File: config.mk
export PLATFORM = sky130hd
export DESIGN_NAME = bcd_seg_scanner_flat
export DESIGN_NICKNAME = d
export VERILOG_FILES = /design/src/rtl/bcd_seg_scanner_if.sv /design/src/rtl/bcd_seg_scanner.sv /design/src/flat_wrapper.sv
export SDC_FILE = /design/constraint.sdc
export NUM_CORES = 1
export LEC_CHECK = 0
export CAP_MARGIN = 20
export CORE_UTILIZATION = 53
export DETAILED_ROUTE_END_ITERATION = 10
export GPL_ROUTABILITY_DRIVEN = 0
export PLACE_DENSITY = 0.93
export SLEW_MARGIN = 20
export SYNTH_ARGS = -nofsm -noshare
export SYNTH_HDL_FRONTEND = slang
export SYNTH_SLANG_ARGS = --single-unit
File: constraint.sdc
create_clock -name clk -period 5.18 [get_ports clk]
set_input_delay 0.777 -clock clk [delete_from_list [all_inputs] [get_ports clk]]
set_output_delay 0.777 -clock clk [all_outputs]
set_load 0.02 [all_outputs]
File: src/rtl/bcd_seg_scanner_if.sv
// Display-side bus of bcd_seg_scanner.
// Signalling: there is no valid/ready pair on this bus. 'finish' is a level
// from the multiplier and only its 0->1 transition means "new product on
// 'bcd'". 'bcd' is sampled in the cycle that transition is seen. 'valid' is a
// sticky level meaning "a product has been captured since reset". an/seg are
// free-running display drives, active-low.
interface bcd_seg_scanner_if #(
  parameter int DIGITS = 4
);
  logic                  finish;
  logic [DIGITS*4-1:0]   bcd;
  logic [DIGITS-1:0]     an;
  logic [6:0]            seg;
  logic                  valid;

  // Producer side: multiplier plus the display pins it observes.
  modport master (
    output finish,
    output bcd,
    input  an,
    input  seg,
    input  valid
  );

  // Scanner side.
  modport slave (
    input  finish,
    input  bcd,
    output an,
    output seg,
    output valid
  );
endinterface

File: src/rtl/bcd_seg_scanner.sv
// bcd_seg_scanner: captures a packed BCD product on each rising edge of the
// multiplier's finish flag and scans it onto a multiplexed 7-segment display,
// one digit per REFRESH_DIV clocks. an/seg are registered, so they follow the
// scan index and captured value with a one-cycle lag.
// Optional feature: define LEADING_ZERO_BLANK_EN to blank digits above the
// most-significant nonzero digit. Digit0 is never blanked.
module bcd_seg_scanner #(
  parameter int N           = 5,
  parameter int REFRESH_DIV = 4
) (
  input  logic              clk,
  input  logic              reset,
  bcd_seg_scanner_if.slave  bus
);
  localparam int DIGITS = ((2 * N) / 3) + 1;
  localparam int IDX_W  = (DIGITS > 1) ? $clog2(DIGITS) : 1;
  localparam int CNT_W  = (REFRESH_DIV > 1) ? $clog2(REFRESH_DIV) : 1;

  localparam logic [6:0] SEG_BLANK = 7'h7F;

  logic                finish_dly_q, finish_dly_d;
  logic [DIGITS*4-1:0] bcd_q, bcd_d;
  logic                valid_q, valid_d;
  logic [IDX_W-1:0]    idx_q, idx_d;
  logic [CNT_W-1:0]    cnt_q, cnt_d;
  logic [DIGITS-1:0]   an_q, an_d;
  logic [6:0]          seg_q, seg_d;

  logic                rise;
  logic [3:0]          nib;
  logic                blank;

  // Active-low segment pattern; any non-BCD nibble shows 'E'.
  function automatic logic [6:0] seg_decode(input logic [3:0] n);
    logic [6:0] s;
    case (n)
      4'd0:    s = 7'h40;
      4'd1:    s = 7'h79;
      4'd2:    s = 7'h24;
      4'd3:    s = 7'h30;
      4'd4:    s = 7'h19;
      4'd5:    s = 7'h12;
      4'd6:    s = 7'h02;
      4'd7:    s = 7'h78;
      4'd8:    s = 7'h00;
      4'd9:    s = 7'h10;
      default: s = 7'h06;
    endcase
    return s;
  endfunction

  // Select the nibble for the current scan position and decide leading-zero blanking.
  always_comb begin
    nib   = 4'h0;
    blank = 1'b0;
    for (int i = 0; i < DIGITS; i++) begin
      if (idx_q == IDX_W'(i)) begin
        nib = bcd_q[i*4 +: 4];
`ifdef LEADING_ZERO_BLANK_EN
        // Blank when this digit and everything above it is zero (never digit0).
        blank = (i != 0) && ((bcd_q >> (4 * i)) == '0);
`else
        blank = 1'b0;
`endif
      end
    end
  end

  // Next-state: edge-detected capture, prescaled scan index and output registers.
  always_comb begin
    rise         = bus.finish & ~finish_dly_q;
    finish_dly_d = bus.finish;
    bcd_d        = bcd_q;
    valid_d      = valid_q;
    cnt_d        = cnt_q;
    idx_d        = idx_q;
    an_d         = '1;
    seg_d        = SEG_BLANK;

    if (rise) begin
      bcd_d   = bus.bcd;
      valid_d = 1'b1;
    end

    // Scan advances independently of capture, so both can happen together.
    if (cnt_q == CNT_W'(REFRESH_DIV - 1)) begin
      cnt_d = '0;
      if (idx_q == IDX_W'(DIGITS - 1)) begin
        idx_d = '0;
      end else begin
        idx_d = idx_q + 1'b1;
      end
    end else begin
      cnt_d = cnt_q + 1'b1;
    end

    // Outputs reflect the current (pre-edge) index and captured value.
    if (valid_q) begin
      an_d  = ~(DIGITS'(1) << idx_q);
      seg_d = blank ? SEG_BLANK : seg_decode(nib);
    end
  end

  // State registers with synchronous active-high reset.
  always_ff @(posedge clk) begin
    if (reset) begin
      finish_dly_q <= 1'b0;
      bcd_q        <= '0;
      valid_q      <= 1'b0;
      idx_q        <= '0;
      cnt_q        <= '0;
      an_q         <= '1;
      seg_q        <= SEG_BLANK;
    end else begin
      finish_dly_q <= finish_dly_d;
      bcd_q        <= bcd_d;
      valid_q      <= valid_d;
      idx_q        <= idx_d;
      cnt_q        <= cnt_d;
      an_q         <= an_d;
      seg_q        <= seg_d;
    end
  end

  assign bus.an    = an_q;
  assign bus.seg   = seg_q;
  assign bus.valid = valid_q;

endmodule

File: src/flat_wrapper.sv
// flat-port wrapper written by rule: the top's interface ports become plain ports
module bcd_seg_scanner_flat 
#(
  parameter int N           = 5,
  parameter int REFRESH_DIV = 4
)
  (clk, reset, bus_finish, bus_bcd, bus_an, bus_seg, bus_valid);
  bcd_seg_scanner_if #(.DIGITS((4))) bus_i ();
  input  logic clk;
  input  logic reset;
  input wire logic [$bits(bus_i.finish)-1:0] bus_finish;
  input wire logic [$bits(bus_i.bcd)-1:0] bus_bcd;
  output wire logic [$bits(bus_i.an)-1:0] bus_an;
  output wire logic [$bits(bus_i.seg)-1:0] bus_seg;
  output wire logic [$bits(bus_i.valid)-1:0] bus_valid;
  assign bus_i.finish = bus_finish;
  assign bus_i.bcd = bus_bcd;
  assign bus_an = bus_i.an;
  assign bus_seg = bus_i.seg;
  assign bus_valid = bus_i.valid;
  bcd_seg_scanner #(.N(N), .REFRESH_DIV(REFRESH_DIV)) u_core (.clk(clk), .reset(reset), .bus(bus_i));
endmodule
Word level (Yosys, flattened, before mapping)
Memories as Yosys holds them, arrays and structs flattened. A register that Yosys moved wholly into a read port is not among the register bits.
Index checks and enable logic that the tools add are counted.
{"block": "op_classes", "add_sub_neg": 2, "n_eq_ne": 4, "n_shift": 1, "muxes": 5, "n_bitwise": 4, "n_reduce_logical": 3}
{"op": "$mux W4", "n": 4}
{"op": "$eq A2 B2 Y1 const B", "n": 3}
{"op": "$add A2 B1 Y2 const B", "n": 2}
{"op": "$not A4 Y4", "n": 1}
{"op": "$reduce_or A2 Y1", "n": 2}
{"op": "$shl A1 B2 Y4 const A", "n": 1}
{"op": "$eq A2 B1 Y1 const B", "n": 1}
{"op": "$logic_not A2 Y1", "n": 1}
{"op": "$mux W2", "n": 1}
{"op": "$not A1 Y1", "n": 2}
{"op": "$and A1 B1 Y1", "n": 1}
{"block": "totals", "register_bits": 26, "mem_bits_ro": 112, "in_bits": 19, "wordCells": 26, "n_memories": 1}
{"memory": "(no name shown)", "depth": 16, "word_bits": 7, "rd": 1, "rd_clocked_by_memory_dff": 1, "wr": 0, "line": "bcd_seg_scanner.sv:36", "rtl": "case (n)"}

Depth between registers and ports, before layout
Gate-level depths: netlist (run 1).
{"block": "depth", "ltp_word": 5, "ltp_mapped": 9, "depth_no_buf": 8}

Least setup slack after synthesis (run 1)
Ideal clock, no wire load.
{"block": "synth_path", "path_kind": "reg2reg", "start": "register u_core.idx_q[0]", "end": "register u_core.seg_q[3] (netlist: u_core.bus.seg[3])", "arrival_ns": 1.859, "slack_ns": 3.185, "path_stages_with_launch": 9, "path_buffers": 1, "path_cell_list": "dfxtp_1 -> ha_1 -> buf_4 -> nor3b_1 -> a221oi_2 -> inv_1 -> ha_1 -> mux2i_1 -> o21ai_0"}
{"block": "synth_via", "elab_chain_len": 5, "word_cells_on_any_way": 8, "cone_classes": "3 x eq/ne; 4 x mux; 1 x reduce/logical"}
{"item": "from (decl)", "line": "bcd_seg_scanner.sv:24", "rtl": "logic [IDX_W-1:0] idx_q, idx_d;"}
{"item": "from (signal assigned)", "line": "bcd_seg_scanner.sv:118", "rtl": "idx_q <= idx_d;"}
{"item": "$logic_not A2 Y1", "line": "bcd_seg_scanner.sv:57", "rtl": "if (idx_q == IDX_W'(i)) begin"}
{"item": "$mux W4 (3 in a row)", "line": "bcd_seg_scanner.sv:57"}
{"item": "$mux W4 *", "line": "bcd_seg_scanner.sv:57"}
{"item": "to (decl)", "line": "bcd_seg_scanner.sv:27", "rtl": "logic [6:0] seg_q, seg_d;"}
Mark *: on every way between the ends. The rest lies on a longest branch, timed or not.
A chain may end at the register's enable or synchronous reset.

Final worst setup path (run 1)
Same ends and word-level chain as after synthesis.

==> results of run 1 <==
[cell families (layout without fill, tap and decap cells)]
group                      count (synthesis)  count (layout)  synth area share
DFF                                       33              33            0.4528
buffers and inverters                     18              47           0.04974
and+or+nand+nor                           59              59            0.1912
adders and majority gates                 10              10           0.08576
AOI/OAI and AO/OA                         37              37            0.1930
muxes                                      4               4           0.02745
[where the power goes]
group | internal (mW) | switching [mW]
sequential | 0.268 | 0.00705
combinational | 0.0425 | 0.0436
clock | 0.115 | 0.0864
[critical path: stages (launching register included)]
cell and delay, ps:
sky130_fd_sc_hd__dfxtp_1 410, sky130_fd_sc_hd__ha_1 650, sky130_fd_sc_hd__a211oi_1 160, sky130_fd_sc_hd__a221oi_2 510
sky130_fd_sc_hd__inv_1 170, sky130_fd_sc_hd__ha_1 340, sky130_fd_sc_hd__mux2i_1 150, sky130_fd_sc_hd__o21ai_0 90
[final timing paths]
| kind | startpoint | slack, ps | cells after the start | end |
|---|---|---|---|---|
| hold reg to reg | u_core.cnt_q[0] | 440 | 1 | u_core.cnt_q[0] |
| hold / removal | u_core.cnt_q[0] | 440 | 1 | u_core.cnt_q[0] |
| setup reg to reg | u_core.idx_q[0] | 2540 | 7 | u_core.bus.seg[3] |
| setup / recovery | u_core.idx_q[0] | 2540 | 7 | u_core.bus.seg[3] |
[final cells by class]
class / instances / area (um2) / share of cell area
multi-input combinational: 110 / 728.2 / 0.3946
sequential: 33 / 660.6 / 0.3580
timing repair buffer: 30 / 300.3 / 0.1627
clock buffer: 7 / 55.05 / 0.02983
tap: 30 / 37.54 / 0.02034
inverter: 9 / 33.78 / 0.01831
clock inverter: 1 / 30.03 / 0.01627
[layer usage]
| metal | share of wire | global-route usage |
|---|---|---|
| met2 | 0.52 | 0.3963 |
| met5 | 0 | 0 |
| met3 | 0.038 | 0.06389 |
| met1 | 0.41 | 0.2235 |
| met4 | 0.034 | 0.1496 |
[state kept, by name (all words and copies together) (netlist names)]
name / flops
u_core.bus.valid: 1
u_core.finish_dly_q: 1
u_core.cnt_q: 2
u_core.bcd_q: 16
u_core.idx_q: 2
u_core.bus.an: 4
u_core.bus.seg: 7
[layout by cell type, fill, tap and decap left out]
cell type | Yosys | final
sky130_fd_sc_hd__nand2b_1 | 1 | 1
sky130_fd_sc_hd__nor3_1 | 2 | 2
sky130_fd_sc_hd__a221o_2 | 1 | 1
sky130_fd_sc_hd__nor2b_2 | 0 | 1
sky130_fd_sc_hd__nand2_1 | 36 | 36
sky130_fd_sc_hd__inv_1 | 9 | 9
sky130_fd_sc_hd__o21bai_1 | 2 | 2
sky130_fd_sc_hd__bufinv_16 | 0 | 1
sky130_fd_sc_hd__o31ai_1 | 1 | 1
sky130_fd_sc_hd__a21oi_1 | 19 | 19
sky130_fd_sc_hd__clkdlybuf4s50_1 | 0 | 30
sky130_fd_sc_hd__a211oi_2 | 2 | 2
sky130_fd_sc_hd__o21ai_1 | 4 | 4
sky130_fd_sc_hd__clkbuf_1 | 7 | 1
sky130_fd_sc_hd__nor3b_1 | 6 | 6
sky130_fd_sc_hd__mux2i_1 | 4 | 4
sky130_fd_sc_hd__a221oi_2 | 2 | 2
sky130_fd_sc_hd__a221oi_4 | 2 | 2
sky130_fd_sc_hd__a211oi_1 | 2 | 2
sky130_fd_sc_hd__ha_1 | 10 | 10
sky130_fd_sc_hd__nor2b_1 | 4 | 3
sky130_fd_sc_hd__o21ai_0 | 2 | 2
sky130_fd_sc_hd__nor2_1 | 4 | 4
sky130_fd_sc_hd__nand3b_1 | 4 | 4
sky130_fd_sc_hd__clkbuf_8 | 0 | 1
sky130_fd_sc_hd__dfxtp_1 | 33 | 33
sky130_fd_sc_hd__and2_1 | 2 | 2
sky130_fd_sc_hd__clkbuf_4 | 0 | 5
[metrics by stage]
stage | instance area [um2] | power [mW] | hold slack, ps
after global placement | 1758 | 0.3620 | 414.8
after CTS | 1843 | 0.5637 | 441.3
after detailed placement | 1758 | 0.3673 | 426.7
final | 1846 | 0.5629 | 441.0
after global routing | 1846 | 0.5833 | 456.6
after floorplan | 1459 | 0.3330 | 404.3
[synth_stat cells (all sizes together)]
| library cell | number |
|---|---|
| a211oi | 4 |
| a21oi | 19 |
| a221o | 1 |
| a221oi | 4 |
| and2 | 2 |
| buf | 1 |
| clkbuf | 8 |
| dfxtp | 33 |
| ha | 10 |
| inv | 9 |
| mux2i | 4 |
| nand2 | 36 |
| nand2b | 1 |
| nand3b | 4 |
| nor2 | 4 |
| nor2b | 4 |
| nor3 | 2 |
| nor3b | 6 |
| o21ai | 6 |
| o21bai | 2 |
| o31ai | 1 |
==> reports/qor.log, run 1 <==
qor: status.outcome finished, final reports clean
qor: worst_setup_path.critical_path_peak_fanout 15
qor: power.vdd_drop_max 0.0002742 V
qor: sta.timing.final.max_slew_violations 0
qor: cells_and_area.fin_nets 218
qor: drt.remaining_drc_errors 0
qor: floorplanning.design.die.area 2966 um2
qor: sta.clock_period_minus_final_worst_setup_slack 2637 ps
qor: floorplanning.num_io_pins 31
qor: cells_and_area.area_growth_syn_to_layout 26.50%
qor: worst_setup_path.cp-end-kind flop
qor: grt.first_global_vias 1110
qor: drt.wire_per_inst 13.00 um
qor: drt.routed-via-count 1180
qor: flow_run.drv_cap 0
qor: drt.route.detailed.vias_per_inst 5.364
qor: drt.routed_wirelength 2.861 mm
qor: hold_path.worst_hold_path_type reg2reg
qor: grt.grt_usage 0.2233
qor: clocking.hold_buffers 0
qor: floorplanning.initial_core_util 0.5733
qor: clocking.cts_tree done
qor: worst_setup_path.arrival_time_of_data_at_the_critical_path_endpoint 2830 ps
qor: logic_synthesis.synthTopCellsByArea sky130_fd_sc_hd__dfxtp_1, sky130_fd_sc_hd__nand2_1, sky130_fd_sc_hd__ha_1
qor: clocking.clk_root_buffer_cell sky130_fd_sc_hd__clkbuf_4
qor: sta.post-route-worst-setup-slack 2543 ps
qor: cells_and_area.fillers 199
qor: sta.layout_worst_path_cycle_share 0.5092
qor: sta.hold_viol_final 0
qor: floorplanning.rows 18
qor: floorplanning.die_x 54.47 um
qor: cells_and_area.final_core_util 0.7252
qor: logic_synthesis.syn_avg_cell_area 9.061 um2
qor: clocking.cts.clk_slew.worst_paths 100 ps
qor: worst_setup_path.wp_data_required 5370 ps
qor: place.post-dp-hpwl 2.122 mm
qor: clocking.cts_buffers 5
qor: clocking.worstSkewPairLatency 340 ps
qor: drt.detail_route.iter0.violations 23
qor: sta.grt_setup_unrepaired false
qor: place.placed_cells 212
qor: clocking.cts_resized 0
qor: worst_setup_path.setup.worst_path.class reg2reg
qor: logic_synthesis.synth.ff_latch_count 33
qor: grt.grt-ovfl-total 0
qor: clocking.cts.sink_count 33
qor: cells_and_area.number_of_antenna_diodes 0
qor: floorplanning.chipHeight 54.47 um
qor: power.p_per_area 305.0 nW/um2
qor: power.leakagePower 0.6797 nW
qor: place.port_buffers 30
qor: logic_synthesis.synth_top_cell_area_share 0.4528
qor: grt.grt_antenna_before_repair 0
qor: clocking.htree_levels 2
qor: logic_synthesis.yosysUniqueCellTypes 25
qor: drt.firstDrtPassIters 4
qor: cells_and_area.post_layout_nonfiller_instances 220
qor: clocking.cts_setup_buffers 0
qor: logic_synthesis.synth.cell_area 1459 um2
qor: logic_synthesis.synth_warnings 0
qor: sta.worst_margin_slew 762.0 ps
qor: grt.grt_first_pass_wirelength 4.457 mm
qor: worst_setup_path.worst_setup_path_start_kind flop
qor: sta.totalNegativeSetupSlack 0 ps
qor: cells_and_area.drive_gt1_frac 0.07895
qor: grt.grt_start_max_net_pins 24
qor: logic_synthesis.synth_top_cell_by_area sky130_fd_sc_hd__dfxtp_1
qor: drt.antenna_violating_nets_post_route 0
qor: floorplanning.fp.coreArea 2545 um2
qor: sta.timing.slew.headroom 0.4904
qor: place.post-place-ws 2449 ps
qor: sta.fmaxAchievable 379.1 MHz
qor: logic_synthesis.postSynthNetCount 190
qor: clocking.clockBufferDepth 2
qor: sta.report.final.setup_viol 0
qor: logic_synthesis.syn-instance-count 161
qor: sta.clock-skew-final 8.044 ps
qor: logic_synthesis.sequential_to_total_area_share_from_yosys_stat 0.4528
(Power assumes the default switching activity.)
==> run 2: changes to the inputs <==
--- a/config.mk
+++ b/config.mk
@@ -6,10 +6,10 @@
 export NUM_CORES = 1
 export LEC_CHECK = 0
 export CAP_MARGIN = 20
-export CORE_UTILIZATION = 53
+export CORE_UTILIZATION = 49
 export DETAILED_ROUTE_END_ITERATION = 10
 export GPL_ROUTABILITY_DRIVEN = 0
-export PLACE_DENSITY = 0.93
+export PLACE_DENSITY = 0.87
 export SLEW_MARGIN = 20
 export SYNTH_ARGS = -nofsm -noshare
 export SYNTH_HDL_FRONTEND = slang
==> constraint.sdc (replaced) <==
create_clock -name clk -period 2.6 [get_ports clk]
set_input_delay 0.39 -clock clk [delete_from_list [all_inputs] [get_ports clk]]
set_output_delay 0.39 -clock clk [all_outputs]
set_load 0.02 [all_outputs]
==> reports/qor.log, run 2 (synthesized netlist as in run 1, its figures left out) <==
qor: sta.hold_viol_final 0
qor: cells_and_area.post_layout_nonfiller_instances 223
qor: clocking.cts_buffers 5
qor: place.port_buffers 30
qor: place.postPlaceCellArea 1782 um2
qor: sta.report.final.setup_viol 0
qor: power.power.share.combinational 0.172
qor: sta.whs 435.0 ps
qor: drt.antenna_violating_nets_post_route 0
qor: cells_and_area.postLayoutCellArea 1837 um2
qor: clocking.cts_setup_buffers 0
qor: clocking.hold_buffers 0
qor: drt.route.detailed.vias_per_inst 5.413
qor: sta.timing.final.max_slew_violations 0
qor: cells_and_area.drive_gt1_frac 0.08333
qor: worst_setup_path.setup.worst_path.class reg2reg
qor: power.clkPwrFrac 0.284
qor: floorplanning.initial_core_util 0.5245
qor: flow_run.drv_cap 0
qor: grt.first_global_vias 1159
qor: worst_setup_path.crit_path_cells inv_1 > ha_1 > nand3b_1 > a221oi_2 > inv_1 > ha_1 > mux2i_1 > o21ai_0
qor: sta.clock_period_minus_final_worst_setup_slack 2281 ps
qor: worst_setup_path.max_stage_delay 420 ps
qor: cells_and_area.max_flop_register u_core.bcd_q
qor: grt.grt-ovfl-total 0
qor: power.vdd_drop_max 0.0004541 V
qor: status.outcome finished, final reports clean
qor: drt.firstDrtPassIters 4
qor: sta.clock-skew-final 7.225 ps
qor: floorplanning.die_x 56.57 um
qor: cells_and_area.area_growth_syn_to_layout 25.90%
qor: power.internal_power 0.7483 mW
qor: cells_and_area.largest_register_ff_count 16
qor: floorplanning.fp.coreArea 2781 um2
qor: place.placed_cells 216
qor: worst_setup_path.wp_data_required 2790 ps
qor: cells_and_area.layout_common_cells sky130_fd_sc_hd__nand2_1, sky130_fd_sc_hd__dfxtp_1, sky130_fd_sc_hd__clkdlybuf4s50_1
qor: cells_and_area.multi_input_area 725.7 um2
qor: hold_path.worst_hold_path_type reg2reg
qor: power.switching_power 0.2620 mW
qor: sta.totalNegativeSetupSlack 0 ps
qor: clocking.clk_root_buffer_cell sky130_fd_sc_hd__clkbuf_4
qor: power.p_sw_frac 0.2594
qor: grt.grt_start_max_net_pins 23
qor: worst_setup_path.worst_setup_path_start_kind flop
qor: sta.grt_setup_unrepaired false
qor: clocking.cts.sink_count 33
qor: floorplanning.rows 19
qor: grt.grt_first_pass_wirelength 5.064 mm
qor: drt.wire_per_inst 13.25 um
qor: clocking.clockBufferDepth 2
qor: power.leakagePower 0.6797 nW
qor: clocking.cts_tree done
qor: floorplanning.chipHeight 56.57 um
qor: drt.routed-via-count 1207
qor: worst_setup_path.arrival_time_of_data_at_the_critical_path_endpoint 2470 ps
qor: floorplanning.design.die.area 3200 um2
qor: drt.detail_route.iter0.violations 13
qor: worst_setup_path.critical_path_peak_fanout 9
qor: place.post-dp-hpwl 2.294 mm
qor: worst_setup_path.cp-end-kind flop
qor: drt.routed_wirelength 2.955 mm
qor: cells_and_area.ff_latch_area 660.6 um2
qor: sta.timing.slew.headroom 0.5457
qor: floorplanning.num_io_pins 31
qor: power.p_per_area 550.1 nW/um2
qor: sta.layout_worst_path_cycle_share 0.8773
qor: clocking.cts.clk_slew.worst_paths 90 ps
qor: cells_and_area.number_of_antenna_diodes 0
qor: grt.grt_usage 0.2127
qor: cells_and_area.fin_nets 221
qor: clocking.cts_resized 0
qor: sta.fmaxAchievable 438.4 MHz
qor: power.power.sequential.fraction 0.544
qor: clocking.htree_levels 2
qor: worst_setup_path.critPathSlowestCell sky130_fd_sc_hd__a221oi_2
qor: clocking.worstSkewPairLatency 340 ps
qor: sta.worst_margin_slew 680.0 ps
qor: cells_and_area.layout.cells.most_common sky130_fd_sc_hd__nand2_1
qor: grt.grt_antenna_before_repair 0
qor: drt.remaining_drc_errors 0
qor: cells_and_area.fillers 245
==> run 2: worst max-delay path, delay by kind of cell, from the launching register on <==
family | cells | cell delay (ps)
simple gates | 1 | 220
buf+inv | 2 | 250
flops | 1 | 400
compound gates | 2 | 500
mux | 1 | 130
fa+ha+maj | 2 | 630
==> run 2: path summary, 6_finish.rpt <==
kind / from / to / slack, ps / cells after the start
max: u_core.idx_q[1] / u_core.bus.seg[3] / 320 / 8
min reg2reg: u_core.cnt_q[0] / u_core.cnt_q[0] / 430 / 1
min: u_core.cnt_q[0] / u_core.cnt_q[0] / 430 / 1
max reg2reg: u_core.idx_q[1] / u_core.bus.seg[3] / 320 / 8
==> run 2: cell type report <==
type	count	area share
clock buffer	7	0.02997
inverter	9	0.01839
multi-input combinational	110	0.3951
sequential	33	0.3597
tap	31	0.02112
timing repair buffer	33	0.1757
==> run 2: metrics by stage <==
step | utilization | power, mW | setup slack, ps
6_report | 0.6604 | 1.010 | 318.9
5_1_grt | 0.6604 | 1.070 | 142.0
4_1_cts | 0.6604 | 1.020 | 317.4
3_5_place_dp | 0.6406 | 0.7353 | 353.0
3_3_place_gp | 0.6406 | 0.7239 | 440.5
2_1_floorplan | - | 0.6635 | 605.1
==> run 2: routing by layer <==
layer,GRT usage,up-vias,wire (um)
met4,0.1010,0,74
met2,0.3866,27,1530
li1,-,606,-
met5,0,-,0
met3,0.08065,10,131
met1,0.2095,564,1219
==> run 2: power by group through the flow <==
stage          Combinational, mW  Sequential, mW  Clock [mW]
6_report                   0.174           0.549       0.287
3_5_place_dp               0.174           0.561           0
2_1_floorplan             0.0950           0.568           0
3_3_place_gp               0.164           0.560           0
4_1_cts                    0.175           0.549       0.295
5_1_grt                    0.191           0.553       0.325
==> run 3: changes to the inputs <==
--- a/config.mk
+++ b/config.mk
@@ -5,12 +5,13 @@
 export SDC_FILE = /design/constraint.sdc
 export NUM_CORES = 1
 export LEC_CHECK = 0
+export ABC_AREA = 1
 export CAP_MARGIN = 20
 export CORE_UTILIZATION = 49
 export DETAILED_ROUTE_END_ITERATION = 10
 export GPL_ROUTABILITY_DRIVEN = 0
 export PLACE_DENSITY = 0.87
-export SLEW_MARGIN = 20
 export SYNTH_ARGS = -nofsm -noshare
 export SYNTH_HDL_FRONTEND = slang
 export SYNTH_SLANG_ARGS = --single-unit
+export TNS_END_PERCENT = 50
==> reports/qor.log, run 3 <==
qor: status.outcome finished, final reports clean
qor: cells_and_area.number_of_antenna_diodes 0
qor: power.p_per_area 617.5 nW/um2
qor: sta.fmaxAchievable 505.4 MHz
qor: sta.timing.final.max_slew_violations 0
qor: power.internal_power 0.8174 mW
qor: logic_synthesis.synth_top_cell_area_share 0.4524
qor: cells_and_area.final_core_util 0.6667
qor: clocking.cts.clk_slew.worst_paths 90 ps
qor: worst_setup_path.setup.worst_path.class reg2reg
qor: cells_and_area.largest_register_ff_count 16
qor: drt.routed-via-count 1236
qor: clocking.htree_levels 2
qor: cells_and_area.layout.cells.most_common sky130_fd_sc_hd__nor2_1
qor: flow_run.drv_cap 0
qor: logic_synthesis.sequential_to_total_area_share_from_yosys_stat 0.4524
qor: grt.gr-usage-met3 0.04839
qor: worst_setup_path.critical_path_peak_fanout 7
qor: sta.layout_worst_path_cycle_share 0.7611
qor: worst_setup_path.worst_setup_path_start_kind flop
qor: clocking.clk_root_buffer_cell sky130_fd_sc_hd__clkbuf_4
qor: clocking.cts_tree done
qor: sta.report.final.setup_viol 0
qor: sta.totalNegativeSetupSlack 0 ps
qor: sta.worst_margin_slew 425.8 ps
qor: worst_setup_path.crit_path_cells inv_1 > ha_1 > inv_2 > nor2_1 > nor2_1 > a21boi_2 > inv_1 > ha_1 > nand3b_1 > nand3_1 > nand2_1
qor: sta.hold_viol_final 0
qor: grt.grt_start_max_net_pins 19
qor: logic_synthesis.asyncSetResetFlopFracSynth 0
qor: clocking.cts_resized 0
qor: clocking.worstSkewPairLatency 330 ps
qor: logic_synthesis.syn_avg_cell_area 7.893 um2
qor: clocking.cts_setup_buffers 0
qor: logic_synthesis.synth-edff-count 0
qor: grt.grt-ovfl-total 0
qor: drt.routed_wirelength 2.541 mm
qor: logic_synthesis.synth_top_cell_by_area sky130_fd_sc_hd__dfxtp_1
qor: sta.timing.slew.headroom 0.7161
qor: grt.grt_first_pass_wirelength 4.540 mm
qor: hold_path.worst_hold_path_type reg2reg
qor: place.post-dp-hpwl 1.908 mm
qor: floorplanning.design.die.area 3202 um2
qor: power.switching_power 0.3276 mW
qor: floorplanning.chipHeight 56.59 um
qor: sta.grt_setup_unrepaired false
qor: cells_and_area.layout_common_cells sky130_fd_sc_hd__nor2_1, sky130_fd_sc_hd__dfxtp_1, sky130_fd_sc_hd__clkdlybuf4s50_1
qor: clocking.cts_buffers 5
qor: worst_setup_path.arrival_time_of_data_at_the_critical_path_endpoint 2200 ps
qor: grt.grt-busiest-layer met2
qor: floorplanning.die_x 56.59 um
qor: logic_synthesis.synth_ff_type sky130_fd_sc_hd__dfxtp_1
qor: logic_synthesis.synth.ff_latch_count 33
qor: worst_setup_path.max_stage_delay 360 ps
qor: power.vdd_drop_max 0.0004544 V
qor: drt.antenna_violating_nets_post_route 0
qor: grt.grt_antenna_before_repair 0
qor: cells_and_area.fin_nets 248
qor: cells_and_area.drive_gt1_frac 0.1227
qor: power.p_sw_frac 0.2861
qor: grt.first_global_vias 1119
qor: logic_synthesis.syn-instance-count 185
qor: clocking.cts.sink_count 33
qor: grt.grt_usage 0.1860
qor: place.port_buffers 30
qor: worst_setup_path.critPathSlowestCell sky130_fd_sc_hd__dfxtp_1
qor: grt.met2_usage 0.3092
qor: floorplanning.initial_core_util 0.5250
qor: logic_synthesis.yosysUniqueCellTypes 22
qor: floorplanning.num_io_pins 31
qor: floorplanning.fp.coreArea 2781 um2
qor: power.clkPwrFrac 0.280
qor: worst_setup_path.wp_data_required 2830 ps
qor: drt.wire_per_inst 10.12 um
qor: drt.detail_route.iter0.violations 28
qor: worst_setup_path.cp-end-kind flop
qor: logic_synthesis.synth_warnings 0
qor: logic_synthesis.netlist_top_cells_count sky130_fd_sc_hd__nor2_1, sky130_fd_sc_hd__dfxtp_1, sky130_fd_sc_hd__nand2_1
qor: clocking.clockBufferDepth 2
qor: drt.route.detailed.vias_per_inst 4.924
qor: power.power.share.combinational 0.228
qor: drt.firstDrtPassIters 4
qor: grt.globalRouteMet1Util 0.2153
qor: logic_synthesis.postSynthNetCount 214
qor: cells_and_area.area_growth_syn_to_layout 26.99%
qor: logic_synthesis.synth.cell_area 1460 um2
qor: clocking.hold_buffers 0
qor: sta.clock_period_minus_final_worst_setup_slack 1979 ps
qor: drt.remaining_drc_errors 0
qor: cells_and_area.max_flop_register u_core.bcd_q
qor: power.leakagePower 0.8551 nW
qor: logic_synthesis.synthMostInstantiatedCell sky130_fd_sc_hd__nor2_1
qor: logic_synthesis.synthTopCellsByArea sky130_fd_sc_hd__dfxtp_1, sky130_fd_sc_hd__nor2_1, sky130_fd_sc_hd__ha_1
qor: floorplanning.rows 19
qor: power.power.sequential.fraction 0.492
qor: sta.clock-skew-final 9.543 ps
[run 3: cell type report]
type	count	area [um2]
Fill cell	234	927.1
Multi-Input combinational cell	128	698.2
Sequential cell	33	660.6
Timing Repair Buffer	32	315.3
Inverter	19	71.32
Clock buffer	7	65.06
Tap cell	31	38.79
Clock inverter	1	5.005
[run 3: worst max-delay path: cells and delay by family, from the launching register on]
kind | cells | cell delay, ps
flip-flops | 1 | 360
adder cells (fa/ha/maj) | 2 | 520
AND/OR/NAND/NOR | 5 | 490
AO/OA/AOI/OAI | 1 | 260
buffers and inverters | 3 | 260
[run 3: kinds of logic after synthesis]
| logic type | synth area share |
|---|---|
| buf+inv | 0.06940 |
| simple gates | 0.2733 |
| flops | 0.4524 |
| compound gates | 0.1191 |
| fa+ha+maj | 0.08569 |
[run 3: power groups by stage]
stage                     clock [mW]  combinational [mW]  sequential [mW]
final                          0.321               0.261            0.563
after global routing           0.356               0.296            0.567
after CTS                      0.328               0.262            0.564
after detailed placement           0               0.261            0.575
after global placement             0               0.253            0.574
after floorplan                    0               0.157            0.588
[run 3: stage by stage]
step	power [mW]	area [um2]	hold WS, ps	setup slack (ps)	std cells
after floorplan	0.7450	1460	400.3	843.2	185
after global placement	0.8273	1784	414.9	750.8	243
after detailed placement	0.8360	1784	430.2	659.7	243
after CTS	1.154	1854	444.7	624.8	251
after global routing	1.219	1854	471.9	413.0	251
final	1.145	1854	441.2	621.2	251
[run 3: final timing paths]
check,startpoint,to,slack (ps),cells past startpoint
worst max-delay path,u_core.idx_q[0],u_core.bus.seg[0],620,11
worst min-delay path,u_core.cnt_q[0],u_core.cnt_q[0],440,1
worst max register to register,u_core.idx_q[0],u_core.bus.seg[0],620,11
worst min register to register,u_core.cnt_q[0],u_core.cnt_q[0],440,1
[run 3: per-layer routing]
metal	wire length (um)	vias to the layer above
met4	62	0
met2	1195	31
li1	-	652
met1	1173	545
met3	110	8
met5	0	-
